`src/rtl/mem_bus_arbiter.sv`:
```
// mem_bus_arbiter
// Two-master, one-slave arbiter for the PicoRV32 native memory bus.
// Master 0 is normally the CPU, master 1 a debug loader or second core.
// Round-robin between masters, grant locked for a whole transaction, one
// dead GAP cycle after every transaction, and a watchdog that completes a
// transaction with ERR_RDATA when the slave never answers.
//
// Ports:
//   clk, reset                 clock, asynchronous active-high reset
//   m0_* / m1_*                master-side native bus (valid/addr/wdata/wstrb
//                              in, rdata/ready out)
//   s_*                        slave-side native bus towards the memory
//                              controller (valid/addr/wdata/wstrb out,
//                              rdata/ready in)
//   grant                      one-hot current owner, 2'b00 when nobody owns
//   timeout_err / timeout_clr  sticky watchdog flag and its synchronous clear

module mem_bus_arbiter #(
  parameter int          TIMEOUT   = 1024,
  parameter logic [31:0] ERR_RDATA = 32'hDEAD_BEEF
) (
  input  logic        clk,
  input  logic        reset,

  input  logic        m0_valid,
  input  logic [31:0] m0_addr,
  input  logic [31:0] m0_wdata,
  input  logic [3:0]  m0_wstrb,
  output logic [31:0] m0_rdata,
  output logic        m0_ready,

  input  logic        m1_valid,
  input  logic [31:0] m1_addr,
  input  logic [31:0] m1_wdata,
  input  logic [3:0]  m1_wstrb,
  output logic [31:0] m1_rdata,
  output logic        m1_ready,

  output logic        s_valid,
  output logic [31:0] s_addr,
  output logic [31:0] s_wdata,
  output logic [3:0]  s_wstrb,
  input  logic [31:0] s_rdata,
  input  logic        s_ready,

  output logic [1:0]  grant,
  output logic        timeout_err,
  input  logic        timeout_clr
);

  typedef enum logic [1:0] {
    IDLE = 2'd0,
    BUSY = 2'd1,
    GAP  = 2'd2
  } state_t;

  // Last watchdog value; the counter saturates here instead of wrapping.
  localparam logic [15:0] WD_LAST = 16'(TIMEOUT - 1);

  state_t      state;
  logic [1:0]  grant_q;
  logic        rr_ptr;
  logic [15:0] wd_cnt;
  logic        timeout_err_q;

  logic        busy;
  logic        sel_valid;
  logic        wd_expired;
  logic        done_ok;
  logic        done_to;
  logic        done;
  logic [31:0] done_rdata;

  assign busy       = (state == BUSY);
  assign sel_valid  = (grant_q[0] & m0_valid) | (grant_q[1] & m1_valid);
  assign wd_expired = (wd_cnt == WD_LAST);

  // A real s_ready always beats the watchdog, even on its final cycle.
  // A master that has dropped valid has aborted, so a late s_ready is ignored.
  assign done_ok    = busy & sel_valid & s_ready;
  assign done_to    = busy & sel_valid & ~s_ready & wd_expired;
  assign done       = done_ok | done_to;
  assign done_rdata = s_ready ? s_rdata : ERR_RDATA;

  // grant_q is only non-zero in BUSY, so it alone gates the slave-side mux
  // and every output collapses to zero in IDLE, GAP and reset.
  assign s_valid = busy & sel_valid;
  assign s_addr  = ({32{grant_q[0]}} & m0_addr)  | ({32{grant_q[1]}} & m1_addr);
  assign s_wdata = ({32{grant_q[0]}} & m0_wdata) | ({32{grant_q[1]}} & m1_wdata);
  assign s_wstrb = ({4{grant_q[0]}}  & m0_wstrb) | ({4{grant_q[1]}}  & m1_wstrb);

  assign m0_ready = done & grant_q[0];
  assign m1_ready = done & grant_q[1];
  assign m0_rdata = m0_ready ? done_rdata : 32'h0;
  assign m1_rdata = m1_ready ? done_rdata : 32'h0;

  assign grant       = grant_q;
  assign timeout_err = timeout_err_q;

  // Arbitration FSM. rr_ptr names the master preferred on the next tie and
  // only moves when a transaction really completes (normally or by timeout);
  // an abort leaves the preference where it was.
  always_ff @(posedge clk or posedge reset) begin
    if (reset) begin
      state   <= IDLE;
      grant_q <= 2'b00;
      rr_ptr  <= 1'b0;
      wd_cnt  <= 16'h0;
    end else begin
      case (state)
        IDLE: begin
          if (m0_valid && (!m1_valid || !rr_ptr)) begin
            grant_q <= 2'b01;
            wd_cnt  <= 16'h0;
            state   <= BUSY;
          end else if (m1_valid) begin
            grant_q <= 2'b10;
            wd_cnt  <= 16'h0;
            state   <= BUSY;
          end
        end
        BUSY: begin
          if (!sel_valid) begin
            grant_q <= 2'b00;
            state   <= GAP;
          end else if (done) begin
            rr_ptr  <= grant_q[0];
            grant_q <= 2'b00;
            state   <= GAP;
          end else if (!wd_expired) begin
            wd_cnt <= wd_cnt + 16'h1;
          end
        end
        GAP: begin
          state <= IDLE;
        end
        default: begin
          grant_q <= 2'b00;
          state   <= IDLE;
        end
      endcase
    end
  end

  // Sticky watchdog flag; a timeout in the same cycle as a clear wins.
  always_ff @(posedge clk or posedge reset) begin
    if (reset) begin
      timeout_err_q <= 1'b0;
    end else if (done_to) begin
      timeout_err_q <= 1'b1;
    end else if (timeout_clr) begin
      timeout_err_q <= 1'b0;
    end
  end

endmodule
```
`config.mk`:
```
export PLATFORM = sky130hd
export DESIGN_NAME = mem_bus_arbiter
export DESIGN_NICKNAME = d
export VERILOG_FILES = /design/src/rtl/mem_bus_arbiter.sv
export SDC_FILE = /design/constraint.sdc
export NUM_CORES = 1
export LEC_CHECK = 0
export BUFFER_PORTS_ARGS = -buffer_cell sky130_fd_sc_hd__buf_2
export CORE_AREA = 8 8 116 118
export CTS_BUF_LIST = sky130_fd_sc_hd__clkbuf_8 sky130_fd_sc_hd__clkbuf_16
export DETAILED_ROUTE_END_ITERATION = 6
export DIE_AREA = 0 0 124 126
export GPL_TIMING_DRIVEN = 0
export MAX_ROUTING_LAYER = met4
export PLACE_DENSITY_LB_ADDON = 0.3
export SYNTH_ARGS = -nofsm -noshare
export SYNTH_HDL_FRONTEND = slang
export SYNTH_SLANG_ARGS = --single-unit
export TNS_END_PERCENT = 1
```
`constraint.sdc`:
```
create_clock -name clk -period 2.5 [get_ports clk]
set_clock_uncertainty 0.05 [all_clocks]
set_input_delay 0.5 -clock clk [delete_from_list [all_inputs] [get_ports clk]]
set_output_delay 0.5 -clock clk [all_outputs]
set_load 0.05 [all_outputs]
```
==> qor.csv <==
stage,metric,value,unit
outcome,status,"finished, violations left",
outcome,failed_checks,setup timing,
worst_setup_path,r2r-start,wd_cnt[15]$_DFFE_PP0P_,
sta,fin_crit_sh,103.4,%
sta,setup_slack,-0.08451,ns
sta,worst_pin_slew,0.8442,ns
drt,antenna_left,0,
logic_synthesis,ys_ff_latch,22,
logic_synthesis,synthMuxAreaShare,2.143,%
logic_synthesis,synth_area_leaders,"a22o_1 25%, dfrtp_1 23%, nor2_1 8.5%",
global_routing,grt_max_degree,23,
placed_design,post_dp_cell_area,0.004353,mm^2
cells_and_area,final_cell_area,0.005144,mm^2
worst_setup_path,cp.arrival,2.03,ns
cells_and_area,fin_cells,789,
global_routing,first_global_vias,4027,
global_routing,grt_overflow_total,0,
logic_synthesis,synthesis.area,0.002394,mm^2
placed_design,dp_hpwl,14290,um
clock_network,cts_inserted_buffers,3,
floorplan,core,0.01171,mm^2
worst_setup_path,r2r_end,wd_cnt[13]$_DFFE_PP0P_,
logic_synthesis,synth_edf_count,0,
worst_setup_path,r2r.worst_path.cells,8,
floorplan,die-width,124,um
logic_synthesis,synth_top_family_by_area,compound AO/OA/AOI/OAI gates,
sta,max_freq,386.9,MHz
floorplan,initial_core_util,20.44,%
clock_network,clk_pin_slew,0.06,ns
clock_network,clkLatencyLatePin,0.25,ns
sta,fin_hold_ws,0.3596,ns
worst_setup_path,crit_path_end,m0_rdata[12],
placed_design,gp_congestion,0.9434,
logic_synthesis,synth-compound-area-share,34.55,%
logic_synthesis,avgSynthCellArea,7.696,um^2
clock_network,cts_tree,built,
hold_path,hold_path_class,in -> async,
global_routing,antenna_found_initial,0,
floorplan,die_y,126,um
cells_and_area,post_route_cells_drive_above_1_share,63.03,%
logic_synthesis,synth_top_cell_area_share,24.88,%
sta,grt_setup_unrepaired,yes,
clock_network,cts-root-buf,clkbuf_16,
placed_design,dp.cells,769,
sta,final.min_clock_period,2.585,ns
logic_synthesis,syn-instance-count,311,
cells_and_area,fin_util,43.92,%
logic_synthesis,synth_nets,486,
global_routing,use_met1,21.95,%
worst_setup_path,reg2reg_setup_slack,0.35,ns
power,power.density,883.6,mW/mm^2
global_routing,gr-usage-met3,5.943,%
logic_synthesis,synthAdderAreaFrac,0.5227,%
global_routing,use_met2,36.44,%
floorplan,core.rowCount,40,
logic_synthesis,yosysTopAreaCell,a22o_1,
sta,slew_viol_final,0,
power,p_leak,2.786,nW
sta,relSlewSlack,43.66,%
logic_synthesis,synth_flop_cell,dfrtp_1,
sta,timing.final.hold_violations,0,
drt,first_pass_iters,4,
logic_synthesis,ys_seq_area_share,23.00,%
clock_network,clock_sinks,22,
worst_setup_path,crit_type,reg -> out,
drt,drc,0,
drt,routed_wl,17280,um
cells_and_area,layout.nets,817,
run,maxCapViolations,0,
sta,final-setup-viol-count,44,
drt,via_count,3899,
worst_setup_path,endpoint_kind,output port,
placed_design,io_buffers,311,
worst_setup_path,crit_start,wd_cnt[15]$_DFFE_PP0P_,
drt,viasPerCell,4.942,
drt,wl_per_cell,21.90,um
clock_network,cts_hold_buf,0,
global_routing,top_usage_layer,met2,
logic_synthesis,async_reset_ff_share,100.0,%
logic_synthesis,synthXorXnorAreaFrac,0,%
clock_network,htree_num_levels,1,
worst_setup_path,cp.required,1.95,ns
drt,drtIter0Drc,217,
global_routing,grt_pass1_wl,24380,um
worst_setup_path,start_kind,flip-flop,
worst_setup_path,critPathMaxFanout,5,
logic_synthesis,synth.distinct_cells,46,
logic_synthesis,synth-simple-area-share,33.61,%
power,ir_drop,764.0,uV
cells_and_area,area_growth,114.9,%
floorplan,ioPinCount,312,
logic_synthesis,yosys_warnings,0,
global_routing,grt_usage,20.82,%
clock_network,clk_path_buf_depth,2,
floorplan,die_area,0.01562,mm^2
## synthesized netlist by cell type (2+ instances only)
master    count
a211o_1       7
a21o_1        3
a21oi_1       4
a22o_1       68
and2_1       16
and3_1       11
buf_1        10
buf_2         7
clkbuf_1      8
dfrtp_1      22
inv_1         7
mux2i_1       4
nand2_1      12
nand3_1       8
nand3_2       2
nand4_1       3
nor2_1       54
nor2b_1      24
nor3_1        5
nor3b_1       2
nor4_1        4
o21ai_0       5
or3_1         2
## per-stage QoR
step | worst slack, ns | power [mW] | TNS, ns
final | -0.08451 | 4.545 | -1.649
after detailed placement | -0.2791 | 4.063 | -7.104
after CTS | -0.1120 | 4.542 | -3.225
after global placement | -0.2284 | 4.052 | -5.638
after floorplan | -0.2030 | 3.100 | -7.952
after global routing | -0.2007 | 4.718 | -7.198
## cells by family after synthesis
| group | after synthesis |
|---|---|
| adders and majority gates | 1 |
| AOI/OAI and AO/OA | 98 |
| and+or+nand+nor | 151 |
| buffers and inverters | 34 |
| muxes | 5 |
| DFF | 22 |
## worst max-delay path, cell delays in order, from the launching register on
cell and delay (ns):
dfrtp_1 0.41, nor4_2 0.26, nand2_1 0.16, o21bai_4 0.24
nand3_4 0.12, bufbuf_16 0.31, nor2_4 0.13, buf_8 0.15
## how the worst min path moves through the flow
stage,to,from,slack (ns)
final,wd_cnt[6]$_DFFE_PP0P_,reset,0.36
after global routing,timeout_err$_DFFE_PP0P_,timeout_clr,0.39
after CTS,timeout_err$_DFFE_PP0P_,timeout_clr,0.38
after detailed placement,wd_cnt[6]$_DFFE_PP0P_,wd_cnt[6]$_DFFE_PP0P_,0.45
after global placement,wd_cnt[6]$_DFFE_PP0P_,wd_cnt[6]$_DFFE_PP0P_,0.44
after floorplan,wd_cnt[6]$_DFFE_PP0P_,wd_cnt[6]$_DFFE_PP0P_,0.41
## registers in the layout (all words and copies together), names as in the netlist
signal	count
state	2
wd_cnt	16
rr_ptr	1
grant	2
timeout_err	1
## placed cells by master (no fill, tap or decap), types with 6 or more instances in the layout
cell,instances
a211o_1,7
a22o_1,68
and2_1,16
and3_1,9
buf_1,10
buf_2,254
buf_4,15
buf_6,35
buf_8,18
clkbuf_1,7
clkbuf_4,7
dfrtp_1,18
inv_1,6
nand2_1,12
nand3_1,8
nor2_1,10
nor2_2,19
nor2_4,26
nor2b_1,24
## routing by layer
metal / vias up / share of wire (%)
met5: - / 0
met4: 0 / 3.1
met3: 30 / 10
met2: 169 / 51
met1: 1884 / 36
li1: 1816 / -
## cell type report
| cell class | instances | area [um^2] |
|---|---|---|
| tap | 147 | 183.9 |
| multi-input combinational | 255 | 1973 |
| inverter | 7 | 30.03 |
| buffer | 26 | 166.4 |
| clock buffer | 4 | 88.84 |
| sequential | 22 | 555.5 |
| timing repair buffer | 327 | 2143 |
| antenna | 1 | 2.502 |
| fill | 1160 | 6568 |
## what timing repair did
item | in CTS | in global routing
gates cloned | 2 | 0
gates resized for setup | 131 | 31
setup buffers | 10 | 4
pin swaps | 15 | 3
endpoints found under the setup margin | 67 | 67
endpoints found under the hold margin | 0 | 0
## report_power, final
| group | switching [mW] | internal (mW) | leakage (nW) | total (mW) |
|---|---|---|---|---|
| combinational | 2.75 | 0.949 | 2.45 | 3.69 |
| clock | 0.126 | 0.244 | 0.0442 | 0.370 |
| sequential | 0.0737 | 0.406 | 0.296 | 0.480 |
(Power assumes the default switching activity.)
